==> config.mk <==
export PLATFORM = sky130hd
export DESIGN_NAME = vram_arbiter
export DESIGN_NICKNAME = d
export VERILOG_FILES = /design/src/rtl/vga_pkg.sv /design/src/rtl/pixel_fifo.sv /design/src/rtl/vram_arbiter.sv
export SDC_FILE = /design/constraint.sdc
export NUM_CORES = 1
export LEC_CHECK = 0
export ABC_AREA = 1
export BUFFER_PORTS_ARGS = -buffer_cell sky130_fd_sc_hd__buf_2
export CORE_UTILIZATION = 50
export DETAILED_ROUTE_END_ITERATION = 7
export GPL_TIMING_DRIVEN = 0
export PLACE_DENSITY = 0.7
export REMOVE_ABC_BUFFERS = 1
export SLEW_MARGIN = 15
export SYNTH_ARGS = -nofsm -noshare
export SYNTH_HDL_FRONTEND = slang
export SYNTH_HIERARCHICAL = 1
export SYNTH_SLANG_ARGS = --single-unit
==> constraint.sdc <==
create_clock -name clk -period 4.32 [get_ports clk]
set_input_delay 0.432 -clock clk [delete_from_list [all_inputs] [get_ports clk]]
set_output_delay 0.432 -clock clk [all_outputs]
set_load 0.005 [all_outputs]
==> src/rtl/vga_pkg.sv <==
// Shared video constants and the display-fetch state encoding used by the
// VRAM arbiter and its bench.
package vga_pkg;
    localparam int DEF_H_RES      = 640;
    localparam int DEF_V_RES      = 480;
    localparam int DEF_ADDR_W     = 19;
    localparam int DEF_FIFO_DEPTH = 16;
    localparam int DEF_LOW_WM     = 8;

    typedef enum logic [1:0] {
        ST_IDLE  = 2'd0,
        ST_FETCH = 2'd1,
        ST_DONE  = 2'd2
    } arb_state_e;
endpackage

==> src/rtl/pixel_fifo.sv <==
// Show-ahead synchronous FIFO holding prefetched palette indices; the head is
// visible on head_data without a pop, and reads as zero while empty.
module pixel_fifo #(
    parameter int DEPTH  = 16,
    parameter int DATA_W = 8
) (
    input  logic                    clk,
    input  logic                    rst,
    input  logic                    flush,
    input  logic                    push,
    input  logic [DATA_W-1:0]       push_data,
    input  logic                    pop,
    output logic [DATA_W-1:0]       head_data,
    output logic                    empty,
    output logic [$clog2(DEPTH):0]  level
);
    localparam int PTR_W = $clog2(DEPTH);
    localparam int LVL_W = PTR_W + 1;

    logic [DATA_W-1:0] mem_q [DEPTH];
    logic [PTR_W-1:0]  wr_ptr_q;
    logic [PTR_W-1:0]  rd_ptr_q;
    logic [LVL_W-1:0]  level_q;
    logic              push_ok;
    logic              pop_ok;

    assign empty   = (level_q == '0);
    assign pop_ok  = pop && !empty;
    assign push_ok = push && ((level_q != LVL_W'(DEPTH)) || pop_ok);

    // Pointers wrap naturally because DEPTH is a power of two.
    always_ff @(posedge clk) begin
        if (rst || flush) begin
            wr_ptr_q <= '0;
            rd_ptr_q <= '0;
            level_q  <= '0;
        end else begin
            if (push_ok) wr_ptr_q <= wr_ptr_q + 1'b1;
            if (pop_ok)  rd_ptr_q <= rd_ptr_q + 1'b1;
            case ({push_ok, pop_ok})
                2'b10:   level_q <= level_q + 1'b1;
                2'b01:   level_q <= level_q - 1'b1;
                default: level_q <= level_q;
            endcase
        end
    end

    always_ff @(posedge clk) begin
        if (push_ok && !flush) mem_q[wr_ptr_q] <= push_data;
    end

    assign head_data = empty ? '0 : mem_q[rd_ptr_q];
    assign level     = level_q;
endmodule

==> src/rtl/vram_arbiter.sv <==
// Single-port video RAM arbiter: display prefetch reads compete with a
// writer port; display wins only when its buffer is running low.
module vram_arbiter
    import vga_pkg::*;
#(
    parameter int H_RES      = DEF_H_RES,
    parameter int V_RES      = DEF_V_RES,
    parameter int ADDR_W     = DEF_ADDR_W,
    parameter int FIFO_DEPTH = DEF_FIFO_DEPTH,
    parameter int LOW_WM     = DEF_LOW_WM
) (
    input  logic                          clk,
    input  logic                          rst,
    input  logic                          frame_start,
    input  logic                          pix_rd,
    output logic [7:0]                    pix_data,
    input  logic                          wr_req,
    input  logic [ADDR_W-1:0]             wr_addr,
    input  logic [7:0]                    wr_data,
    output logic                          wr_ack,
    output logic [ADDR_W-1:0]             mem_addr,
    output logic                          mem_we,
    output logic [7:0]                    mem_wdata,
    input  logic [7:0]                    mem_rdata,
    output logic [$clog2(FIFO_DEPTH):0]   fifo_level,
    output logic                          underflow
);
    localparam int LVL_W = $clog2(FIFO_DEPTH) + 1;
    localparam int OCC_W = LVL_W + 1;
    localparam logic [ADDR_W-1:0] LAST_ADDR = ADDR_W'(H_RES * V_RES - 1);
    localparam logic [OCC_W-1:0]  DEPTH_OCC = OCC_W'(FIFO_DEPTH);
    localparam logic [OCC_W-1:0]  LOW_OCC   = OCC_W'(LOW_WM);

    arb_state_e        state_q, state_d;
    logic [ADDR_W-1:0] fetch_addr_q, fetch_addr_d;
    logic              inflight_q;
    logic              underflow_q;
    logic [LVL_W-1:0]  level;
    logic [OCC_W-1:0]  occ;
    logic              fifo_empty;
    logic              fetch_ok;
    logic              rd_issue;
    logic              wr_grant;
    logic              push;

    // Occupancy counts the read whose data lands next cycle, so room is never overcommitted.
    assign occ      = OCC_W'(level) + OCC_W'(inflight_q);
    assign fetch_ok = (state_q == ST_FETCH) && !frame_start && !rst;

    always_comb begin
        rd_issue = 1'b0;
        wr_grant = 1'b0;
        if (fetch_ok && (occ < LOW_OCC))        rd_issue = 1'b1;
        else if (wr_req && !rst)                wr_grant = 1'b1;
        else if (fetch_ok && (occ < DEPTH_OCC)) rd_issue = 1'b1;
    end

    assign mem_we    = wr_grant;
    assign wr_ack    = wr_grant;
    assign mem_wdata = wr_grant ? wr_data : 8'h00;
    assign mem_addr  = wr_grant ? wr_addr : (rd_issue ? fetch_addr_q : '0);

    always_comb begin
        state_d      = state_q;
        fetch_addr_d = fetch_addr_q;
        if (frame_start) begin
            state_d      = ST_FETCH;
            fetch_addr_d = '0;
        end else begin
            case (state_q)
                ST_FETCH: begin
                    if (rd_issue) begin
                        fetch_addr_d = fetch_addr_q + 1'b1;
                        if (fetch_addr_q == LAST_ADDR) state_d = ST_DONE;
                    end
                end
                default: state_d = state_q;
            endcase
        end
    end

    always_ff @(posedge clk) begin
        if (rst) begin
            state_q      <= ST_IDLE;
            fetch_addr_q <= '0;
            inflight_q   <= 1'b0;
            underflow_q  <= 1'b0;
        end else begin
            state_q      <= state_d;
            fetch_addr_q <= fetch_addr_d;
            inflight_q   <= rd_issue;
            underflow_q  <= underflow_q | (pix_rd & fifo_empty);
        end
    end

    // Data returning across a frame restart belongs to the old frame and is dropped.
    assign push = inflight_q && !frame_start;

    pixel_fifo #(
        .DEPTH  (FIFO_DEPTH),
        .DATA_W (8)
    ) u_fifo (
        .clk       (clk),
        .rst       (rst),
        .flush     (frame_start),
        .push      (push),
        .push_data (mem_rdata),
        .pop       (pix_rd),
        .head_data (pix_data),
        .empty     (fifo_empty),
        .level     (level)
    );

    assign fifo_level = level;
    assign underflow  = underflow_q;
endmodule

=== After elaboration in Yosys (flattened, before gate mapping) ===
Memory sizes are Yosys's and may differ from the RTL's. A register that Yosys moved wholly into a read port is not among the register bits.
Index checks and enable logic that the tools add are counted.
W data, S select, Z words.

* Bitwise operators: 2
* Add/sub/neg operators: 6
* Reduce and logical (&&, ||, !) cells: 23
* Muxes and demuxes: 18
* Order comparisons: 2
* Equality and inequality tests: 5

{| class="wikitable"
|+ Operators with widths
! kind !! number
|-
| $mux W19 || 2
|-
| $add A19 B1 Y19 const B || 1
|-
| $eq A19 B19 Y1 const B || 1
|-
| $mux W8 || 2
|-
| $mux W1 || 11
|-
| $pmux W5 S2 || 1
|-
| $logic_and A1 B1 Y1 || 9
|-
| $add A4 B1 Y4 const B || 2
|-
| $mux W4 || 2
|-
| $reduce_bool A2 Y1 || 4
|-
| $add A5 B1 Y6 || 1
|-
| $lt A6 B4 Y1 const B || 1
|-
| $lt A6 B5 Y1 const B || 1
|-
| $reduce_and A3 Y1 || 2
|-
| $add A5 B1 Y5 const B || 1
|-
| $logic_not A5 Y1 || 1
|-
| $ne A5 B5 Y1 const B || 1
|-
| $sub A5 B1 Y5 const B || 1
|-
| $eq A2 B1 Y1 const B || 2
|-
| $logic_not A1 Y1 || 3
|-
| $eq A2 B2 Y1 const B || 1
|-
| $logic_or A1 B1 Y1 || 2
|-
| $reduce_and A2 Y1 || 1
|-
| $reduce_or A2 Y1 || 1
|-
| 2 further kinds || 2
|}

* Output and inout port bits: 43
* Input port bits: 40
* Memories: 1
* Logic and storage cells: 65
* RAM bits: 128
* Register bits after elaboration: 36

{| class="wikitable"
|+ Memories
! memory !! words !! width !! read ports !! clocked after memory_dff !! wr ports !! line !! RTL
|-
| u_fifo.mem_q || 16 || 8 || 1 || 1 || 1 || pixel_fifo.sv:20 || <nowiki>logic [DATA_W-1:0] mem_q [DEPTH];</nowiki>
|}

=== Depth between registers and ports, before layout ===
Gate-level depths: netlist of run 1.

* Word-level depth: 10
* Mapped depth: 15
* Depth with buffers taken out: 15

=== By module ===
Netlist of run 1, hierarchy kept.

{| class="wikitable"
|+ Modules (own cells, without submodules)
! module !! seq. area each (µm²) !! instances !! cells an instance !! area each (µm²)
|-
| pixel_fifo || 4184.0 || 1 || 555 || 6060.8
|-
| vram_arbiter || 460.4 || 1 || 268 || 1552.7
|}

=== Worst setup path before layout of run 1 ===
Ideal clock, no wire load.

* Path kind: register -> register
* Start: register u_fifo.level_q[1] (netlist: u_fifo/level[1])
* End: register u_fifo.level_q[4] (netlist: u_fifo/level[4])
* Data arrival time: 1.982 ns
* Setup slack: 2.223 ns
* Buffers on the path: 0
* Setup time: 0.115 ns
* Clock period less this slack: 2.097 ns
* Required time: 4.205 ns
* Stages on the path, launching flop included: 16
* Cell sequence: dfxtp_1 nor2_1 nand3_1 nand2_1 inv_1 nand2_1 inv_1 fa_1 nand2_1 nand2_1 a21oi_1 nand2_1 nand2_1 nand3_1 nand2_1 nor2_1

* Word-level cells in the longest chain between the ends: 7
* Elaborated cells on any way between the ends: 12
* Classes of those cells: add/sub: 2; eq/ne: 3; mux: 1; reduce/logical: 6

{| class="wikitable"
|+ Ends and longest elaborated chain
! item !! line !! RTL
|-
| start: declaration || pixel_fifo.sv:23 || <nowiki>logic [LVL_W-1:0] level_q;</nowiki>
|-
| start signal: assignment || pixel_fifo.sv:41 || <nowiki>2'b10: level_q <= level_q + 1'b1;</nowiki>
|-
| start signal: assignment || pixel_fifo.sv:42 || <nowiki>2'b01: level_q <= level_q - 1'b1;</nowiki>
|-
| start signal: assignment || pixel_fifo.sv:43 || <nowiki>default: level_q <= level_q;</nowiki>
|-
| $logic_not A5 Y1 || pixel_fifo.sv:27 || <nowiki>assign empty = (level_q == '0);</nowiki>
|-
| $logic_not A1 Y1 || pixel_fifo.sv:28 || <nowiki>assign pop_ok = pop && !empty;</nowiki>
|-
| $logic_and A1 B1 Y1 || pixel_fifo.sv:28 ||
|-
| $logic_or A1 B1 Y1 || pixel_fifo.sv:29 || <nowiki>assign push_ok = push && ((level_q != LVL_W'(DEPTH)) || pop_ok);</nowiki>
|-
| $logic_and A1 B1 Y1 || pixel_fifo.sv:29 ||
|-
| $eq A2 B1 Y1 or $eq A2 B2 Y1 (tied branches) || pixel_fifo.sv:40 || <nowiki>case ({push_ok, pop_ok})</nowiki>
|-
| $pmux W5 S2 or $reduce_bool A2 Y1 (tied branches) || -- ||
|}

Parallel ways exist; a longest one is shown, timed or not.
A chain may end at the register's enable or synchronous reset.

==> results of run 1 <==
==> cell families after synthesis <==
kind of cell | share of synthesized area
AND/OR/NAND/NOR | 0.273
XOR/XNOR | 0.00690
adder cells (fa/ha/maj) | 0.0174
buffers and inverters | 0.0551
AO/OA/AOI/OAI | 0.0371
flip-flops | 0.610
==> path summary, 6_finish.rpt <==
kind,from,end,depth (start not counted)
setup / recovery,flip-flop,pix_data[7],7
hold / removal,rst,state_q[0],2
setup reg to reg,inflight_q,u_fifo/level[4],14
hold reg to reg,state_q[1],state_q[1],2
==> power groups by stage <==
stage	sequential (W)	combinational, W	clock, W
2_1_floorplan	0.00178	0.0000512	0
3_3_place_gp	0.00178	0.000113	0
3_5_place_dp	0.00178	0.000115	0
4_1_cts	0.00174	0.000115	0.00155
5_1_grt	0.00174	0.000130	0.00162
6_report	0.00174	0.000114	0.00153
==> layout by cell type (no fill, tap or decap), drive strengths merged <==
master and count:
clkinv 6, fa 1, bufinv 4, o21ai 14
nor2 58, or2 1, xor2 6, nor3 12
edfxtp 128, a21oi 41, nand3 137, nand4 6
nand2 277, buf 82, clkbuf 21, ha 9
clkinvlp 2, inv 51, dfxtp 40, a21boi 1
==> flip-flops by register name, indices dropped and copies added (netlist names), named ones only <==
register,count
u_fifo/level,5
inflight_q,1
fetch_addr_q,19
state_q,2
u_fifo/rd_ptr_q,4
underflow,1
u_fifo/mem_q,128
u_fifo/wr_ptr_q,4
==> per-layer routing <==
metal | GRT usage | share of wire | vias up
met5 | 0 | 0 | -
met1 | 0.298 | 0.46 | 2642
li1 | - | - | 2876
met2 | 0.353 | 0.48 | 160
met3 | 0.0419 | 0.053 | 12
met4 | 0.0660 | 0.0093 | 0
==> area by class of cell <==
| cell class | count | area (sq um) |
|---|---|---|
| inverter | 52 | 195 |
| tap | 184 | 230 |
| fill | 1279 | 6010 |
| multi-input combinational | 563 | 2610 |
| sequential | 168 | 4650 |
| clock buffer | 21 | 440 |
| timing repair buffer | 82 | 410 |
| clock inverter | 11 | 154 |
==> through the flow <==
stage	cells	area (sq um)	setup TNS (ns)
floorplan	783	7390	0
global placement	1049	8030	-1.24
detailed placement	1049	8070	0
CTS	1081	8660	0
global route	1081	8690	0
finish	1081	8690	0
==> worst max-delay path, cell delays in order (launching register included) <==
cell and delay (ns):
dfxtp_2 0.83, inv_1 0.74, nand3_1 0.29, nand3_1 0.14, nand2_1 0.16, nand2_1 0.06, a21oi_1 0.20, buf_2 0.15
==> qor.yml, run 1 <==
crit_fanout: 33
drive_gt1_frac: 0.147
dr.pass1.iters: 7
switchingPower_w: 0.000656
cts_sinks: 168
clock-root-buffer: "clkbuf_16"
worstPathArrival_ns: 3.02
ant_nets: 0
area_growth_pct: 14.1
rows: 44
post-place-ws_ns: 1.31
synth_commonest_cells: "nand2_1 (274), nand3_1 (134), edfxtp_1 (128), nor2_1 (55), inv_1 (49)"
slew_headroom: 0.248
p_sw_frac: 0.194
yosysSeqAreaShare: 0.610
synth.distinct_cells: 26
finalSetupViolCount: 0
hold_buffers: 0
outcome: "finished with violations"
vdd_drop_max_uv: 268
grt-ovfl-total: 0
maxCapViolations: 0
min_path_type: "primary input to flip-flop"
syn_area_per_cell_sq_um: 9.25
clk_latency_ns: 0.42
numCtsBuffers: 17
vias_per_cell: 5.26
grt_use_total: 0.218
grt_max_degree: 66
via_count: 5690
yosys.area.top_type_share: 0.505
synth_seq_cells: 168
crit_required_ns: 3.89
post_cts_resized: 0
dp_hpwl_um: 9920
synth-edff-count: 128
internal_power_w: 0.00273
period_needed_ns: 3.45
violations: "design-rule violations"
powerDensity_nw_per_um2: 390
fin_crit_sh: 0.798
yosysMostFrequentCell: "nand2_1"
die_x_um: 125
core_sq_um: 14700
ioPinCount: 83
yosys.area.top_type: "edfxtp_1"
wl_per_cell_um: 15.1
tightest_slew_ns: 1.13
ys.flop_type: "edfxtp_1"
die_h_um: 125
synth.area.top_cells: "edfxtp_1 (50%), nand2_1 (14%), dfxtp_1 (11%), nand3_1 (8.8%), nor2_1 (2.7%)"
syn_area_sq_um: 7610
fin_skew_ns: 0.00631
crit_type: "flip-flop to output port"
fin_util: 0.591
grt_pass1_vias: 5120
antenna_found_initial: 0
crit_path_end_kind: "output port"
cts_post_setup_buffers_inserted: 0
clkPwrFrac: 0.452
yosys_warnings: 6
port_buffers: 82
initial_core_util: 0.518
routed_wl_um: 16300
netlist_instances: 823
htreeDepth: 4
rsz0062_at_grt: "false"
r2r_slack_ns: 1.86
critPathLaunchType: "flip-flop"
combPwrFrac: 0.034
synthArstFlopShare: 0
path_clk_slew_ns: 0.06
grt_pass1_wl_um: 26100
p_total_w: 0.00339
cts_tree: "built"
drc: 2
p_leak_nw: 3.43
clk_path_buf_depth: 2
hold_ws_ns: 0.234
n_antenna_cell: 0
drv_slew: 0
fmax_mhz: 290
pwr-share-seq: 0.515
die_area_sq_um: 15700
worst_slack_ns: 0.872
dr.first_iter.drc_count: 425
gp_congestion: 0.790
nNetsFinal: 934
hold_viol: 0
No activity file was read; power rests on OpenSTA's default activity.
==> run 2: changes to the inputs <==
==> constraint.sdc (replaced) <==
create_clock -name clk -period 3.22 [get_ports clk]
set_input_delay 0.322 -clock clk [delete_from_list [all_inputs] [get_ports clk]]
set_output_delay 0.322 -clock clk [all_outputs]
set_load 0.005 [all_outputs]
==> qor.yml, run 2 (synthesis results as in run 1) <==
r2r_slack_ns: 0.75  # -1.11 ns
rows: 44  # unchanged
crit_fanout: 47  # +42%
clk_latency_ns: 0.42  # about the same
wl_per_cell_um: 15.2  # +0.68%
drc: 0  # -2
fin_skew_ns: 0.00571  # -0.000609 ns
clk_path_buf_depth: 2  # unchanged
dp_cells: 1049  # unchanged
worstRegToRegCells: 14  # unchanged
via_count: 5693  # +0.053%
hold_path.startpoint: "rst"
drv_slew: 0  # unchanged
holdPathStages: 2  # unchanged
n_antenna_cell: 0  # unchanged
vias_per_cell: 5.26  # about the same
cts_tree: "built"
grt_pass1_wl_um: 26200  # +0.42%
die_x_um: 125  # unchanged
area_growth_pct: 14.3
rsz0062_at_grt: "false"
crit_path_end_kind: "output port"
outcome: "completed"
tightest_slew_ns: 0.839  # -0.290 ns
grt_max_degree: 66  # unchanged
final_cells: 1082  # +0.093%
clock-root-buffer: "clkbuf_16"
rr_endpoint: "u_fifo/level[4]"
reg2reg_from: "inflight_q"
nNetsFinal: 935  # +0.11%
fmax_mhz: 353
numCtsBuffers: 17  # unchanged
die_h_um: 125  # unchanged
grt_pass1_vias: 5146  # +0.51%
placed_area_sq_um: 8070  # unchanged
largest_register: "u_fifo/mem_q"
critPathLaunchType: "flip-flop"
powerDensity_nw_per_um2: 522  # +34%
crit_type: "flip-flop to output port"
drive_gt1_frac: 0.149  # +0.00206
ioPinCount: 83  # unchanged
ant_nets: 0  # unchanged
dr.first_iter.drc_count: 417  # -1.9%
initial_core_util: 0.518  # unchanged
finalSetupViolCount: 0  # unchanged
vdd_drop_max_uv: 359  # +34%
slew_headroom: 0.438  # +0.190
dr.pass1.iters: 7  # unchanged
largest_register_ffs: 128  # unchanged
fin_util: 0.592  # +0.00111
final_cell_mix: "nand2_1 (274), nand3_1 (134), edfxtp_1 (128)"
die_area_sq_um: 15700  # unchanged
cts_post_setup_buffers_inserted: 0  # unchanged
cts_sinks: 168  # unchanged
p_leak_nw: 3.43  # about the same
antenna_found_initial: 0  # unchanged
path_clk_slew_ns: 0.06  # about the same
maxCapViolations: 0  # unchanged
crit_required_ns: 2.90  # -0.99 ns
fillerInstances: 1280  # +0.078%
fin_crit_sh: 0.879
min_path_type: "primary input to flip-flop"
routed_wl_um: 16400  # +0.77%
core_sq_um: 14700  # unchanged
period_needed_ns: 2.83
grt-ovfl-total: 0  # unchanged
hold_path_end: "state_q[0]"
htreeDepth: 4  # unchanged
hold_buffers: 0  # unchanged
stdcell_area_sq_um: 8710  # +0.19%
worstPathArrival_ns: 2.51  # -0.51 ns
gp_congestion: 0.790  # unchanged
hold_viol: 0  # unchanged
final_common_cell: "nand2_1"
grt_use_total: 0.219  # +0.000942
port_buffers: 82  # unchanged
dp_hpwl_um: 9920  # unchanged
-- run 2: changes by cell type in the layout (fill, tap and decap cells not counted), sizes merged --
cell	previous run	this run
clkinvlp	2	4
inv	51	50
-- run 2: worst max path at each step --
stage | from | endpoint | slack (ns)
final | u_fifo/level[0] | mem_addr[3] | 0.39
after global routing | u_fifo/level[0] | mem_addr[7] | 0.04
after CTS | flip-flop | pix_data[7] | 0.04
after detailed placement | flip-flop | pix_data[7] | 0.32
after global placement | flip-flop | pix_data[7] | -1.17
after floorplan | flip-flop | pix_data[0] | 0.42
-- run 2: per-stage QoR --
stage | power (W) | setup WS (ns) | TNS, ns | hold WS [ns]
floorplan | 0.00245 | 0.422 | 0 | 0.391
global placement | 0.00254 | -1.17 | -9.16 | 0.447
detailed placement | 0.00254 | 0.320 | 0 | 0.455
CTS | 0.00457 | 0.0405 | 0 | 0.111
global route | 0.00469 | 0.0360 | 0 | 0.139
finish | 0.00455 | 0.390 | 0 | 0.129
-- run 2: where the power goes --
part / total, W / internal [W] / switching (W)
combinational: 0.000153 / 0.0000504 / 0.000103
sequential: 0.00234 / 0.00233 / 0.00000702
clock: 0.00206 / 0.00128 / 0.000772
-- run 2: layout make-up --
class / instances / area, sq um / share of cell area
well taps: 184 / 230 / 0.0264
clock buffers: 21 / 440 / 0.0506
repair buffers: 82 / 410 / 0.0471
multi-input cells: 563 / 2610 / 0.300
inverters: 52 / 201 / 0.0231
clock inverters: 11 / 154 / 0.0177
repair inverters: 1 / 7.51 / 0.000862
flip-flops and latches: 168 / 4650 / 0.534
-- run 2: routing by layer --
layer	GRT usage	routed length, um
met3	0.0428	854
met2	0.357	7870
met4	0.0653	155
met5	0	0
met1	0.298	7540
-- run 2: worst max-delay path, cell delays in order (launching register included) --
cell and delay (ns):
dfxtp_1 0.39, nand2_1 0.11, inv_1 0.04, nand2_1 0.06, nand3_2 0.10, nand2_2 0.57
inv_1 0.40, o21ai_0 0.25, buf_2 0.14
-- run 2: what timing repair did --
item,4_1_cts,5_1_grt
cloned,1,0
resized for setup,3,2
endpoints found under the setup margin,8,8
==> run 3: changes to the inputs <==
--- a/config.mk
+++ b/config.mk
@@ -7,6 +7,7 @@
 export LEC_CHECK = 0
 export ABC_AREA = 1
 export BUFFER_PORTS_ARGS = -buffer_cell sky130_fd_sc_hd__buf_2
+export CORE_MARGIN = 2
 export CORE_UTILIZATION = 50
 export DETAILED_ROUTE_END_ITERATION = 7
 export GPL_TIMING_DRIVEN = 0
==> constraint.sdc (replaced) <==
create_clock -name clk -period 3.22 [get_ports clk]
set_input_delay 0.322 -clock clk [delete_from_list [all_inputs] [get_ports clk]]
set_output_delay 0.322 -clock clk [all_outputs]
set_load 0.02 [all_outputs]
==> qor.yml, run 3 (synthesis results as in run 1) <==
outcome: "completed"
final_cells: 1087  # +0.46%
fin_skew_ns: 0.00785  # +0.00214 ns
dp_cells: 1054  # +0.48%
clk_path_buf_depth: 2  # unchanged
period_needed_ns: 2.95  # +0.116 ns
routed_wl_um: 16300  # -0.79%
hold_ws_ns: 0.115  # -0.0136 ns
hold_viol: 0  # unchanged
crit_path_end_kind: "output port"
post-place-ws_ns: 0.257  # -0.0633 ns
final_common_cell: "nand2_1"
p_sw_frac: 0.201  # +0.00720
die_x_um: 127  # +1.6%
fin_util: 0.578  # -0.0143
largest_register_ffs: 128  # unchanged
grt_pass1_vias: 5097  # -0.95%
switchingPower_w: 0.000902  # +2.3%
via_count: 5686  # -0.12%
drv_slew: 0  # unchanged
grt_pass1_wl_um: 25800  # -1.2%
crit_type: "flip-flop to output port"
dr.pass1.iters: 5  # -2
fmax_mhz: 339  # -3.9%
pwr-share-seq: 0.521  # +0.007
port_buffers: 82  # unchanged
cts_tree: "built"
powerDensity_nw_per_um2: 516  # -1.2%
wl_per_cell_um: 15.0  # -1.2%
cts_sinks: 168  # unchanged
fillerInstances: 1289  # +0.70%
core_sq_um: 15000  # +2.3%
area_growth_pct: 14.1
path_clk_slew_ns: 0.06  # about the same
die_h_um: 127  # +1.6%
p_leak_nw: 3.43  # -0.13%
fin_crit_sh: 0.915  # +0.0360
dp_hpwl_um: 9920  # about the same
antenna_found_initial: 0  # unchanged
worst_slack_ns: 0.274  # -0.116 ns
drive_gt1_frac: 0.149  # -0.000166
crit_required_ns: 2.90  # about the same
tightest_slew_ns: 1.13  # +0.292 ns
min_path_type: "primary input to flip-flop"
dr.first_iter.drc_count: 623  # +49%
clock-root-buffer: "clkbuf_16"
critPathLaunchType: "flip-flop"
crit_fanout: 47  # unchanged
slew_headroom: 0.240  # -0.197
final_cell_mix: "nand2_1 (274), nand3_1 (134), edfxtp_1 (128)"
fin_setup_tns_ns: 0  # unchanged
ant_nets: 0  # unchanged
clkPwrFrac: 0.440  # -0.012
finalSetupViolCount: 0  # unchanged
initial_core_util: 0.506  # -0.0115
nNetsFinal: 936  # +0.11%
n_antenna_cell: 0  # unchanged
combPwrFrac: 0.039  # +0.005
largest_register: "u_fifo/mem_q"
maxCapViolations: 0  # unchanged
die_area_sq_um: 16200  # +3.2%
ioPinCount: 83  # unchanged
grt_max_degree: 66  # unchanged
vias_per_cell: 5.23  # -0.58%
worstPathArrival_ns: 2.62  # +0.11 ns
drc: 0  # unchanged
cts_post_setup_buffers_inserted: 0  # unchanged
hold_buffers: 0  # unchanged
gp_congestion: 0.791  # +0.13%
htreeDepth: 4  # unchanged
grt_use_total: 0.207  # -0.0117
clk_latency_ns: 0.42  # about the same
grt-ovfl-total: 0  # unchanged
rsz0062_at_grt: "false"
rows: 45  # +2.3%
numCtsBuffers: 17  # unchanged
internal_power_w: 0.00358  # -2.2%
vdd_drop_max_uv: 392  # +9.1%
[run 3: worst max-delay path, cell delays in order, from the launching register on]
cell     delay, ns
dfxtp_1       0.39
nand2_1       0.12
inv_1         0.04
nand2_1       0.06
nand3_2       0.11
nand2_2       0.58
inv_1         0.41
o21ai_0       0.28
buf_2         0.20
[run 3: power by group through the flow]
stage / combinational (W) / sequential [W] / clock (W)
after floorplan: 0.0000885 / 0.00239 / 0
after global placement: 0.000172 / 0.00239 / 0
after detailed placement: 0.000176 / 0.00239 / 0
after CTS: 0.000176 / 0.00234 / 0.00199
after global routing: 0.000195 / 0.00234 / 0.00209
final: 0.000175 / 0.00234 / 0.00197
[run 3: what timing repair did]
action,4_1_cts,5_1_grt
endpoints found under the hold margin,0,0
gates resized for setup,4,0
setup endpoints to repair,8,0
[run 3: final cells by class]
| class | instances | area (sq um) | share of cell area |
|---|---|---|---|
| sequential | 168 | 4650 | 0.535 |
| tap | 188 | 235 | 0.0271 |
| timing repair inverter | 1 | 7.51 | 0.000864 |
| inverter | 52 | 201 | 0.0232 |
| timing repair buffer | 83 | 418 | 0.0481 |
| clock buffer | 20 | 437 | 0.0503 |
| clock inverter | 12 | 133 | 0.0153 |
| multi-input combinational | 563 | 2610 | 0.300 |
[run 3: per-stage QoR]
| step | cell area, sq um | total power [W] |
|---|---|---|
| 2_1_floorplan | 7390 | 0.00248 |
| 3_3_place_gp | 8040 | 0.00256 |
| 3_5_place_dp | 8100 | 0.00256 |
| 4_1_cts | 8690 | 0.00451 |
| 5_1_grt | 8690 | 0.00462 |
| 6_report | 8690 | 0.00449 |
[run 3: per-layer routing]
| metal | GRT usage | vias to the layer above | wire [um] |
|---|---|---|---|
| met3 | 0.0364 | 23 | 926 |
| met2 | 0.316 | 167 | 7430 |
| met5 | 0 | - | 0 |
| met1 | 0.296 | 2615 | 7570 |
| met4 | 0.0840 | 0 | 352 |
| li1 | - | 2881 | - |
[run 3: worst paths after layout]
kind,from,end,slack [ns],cells after the start
min reg2reg,state_q[1],state_q[1],0.46,2
max,u_fifo/level[0],mem_addr[13],0.27,8
min,rst,state_q[0],0.12,2
max reg2reg,u_fifo/level[1],u_fifo/mem_q[14][6],0.76,5
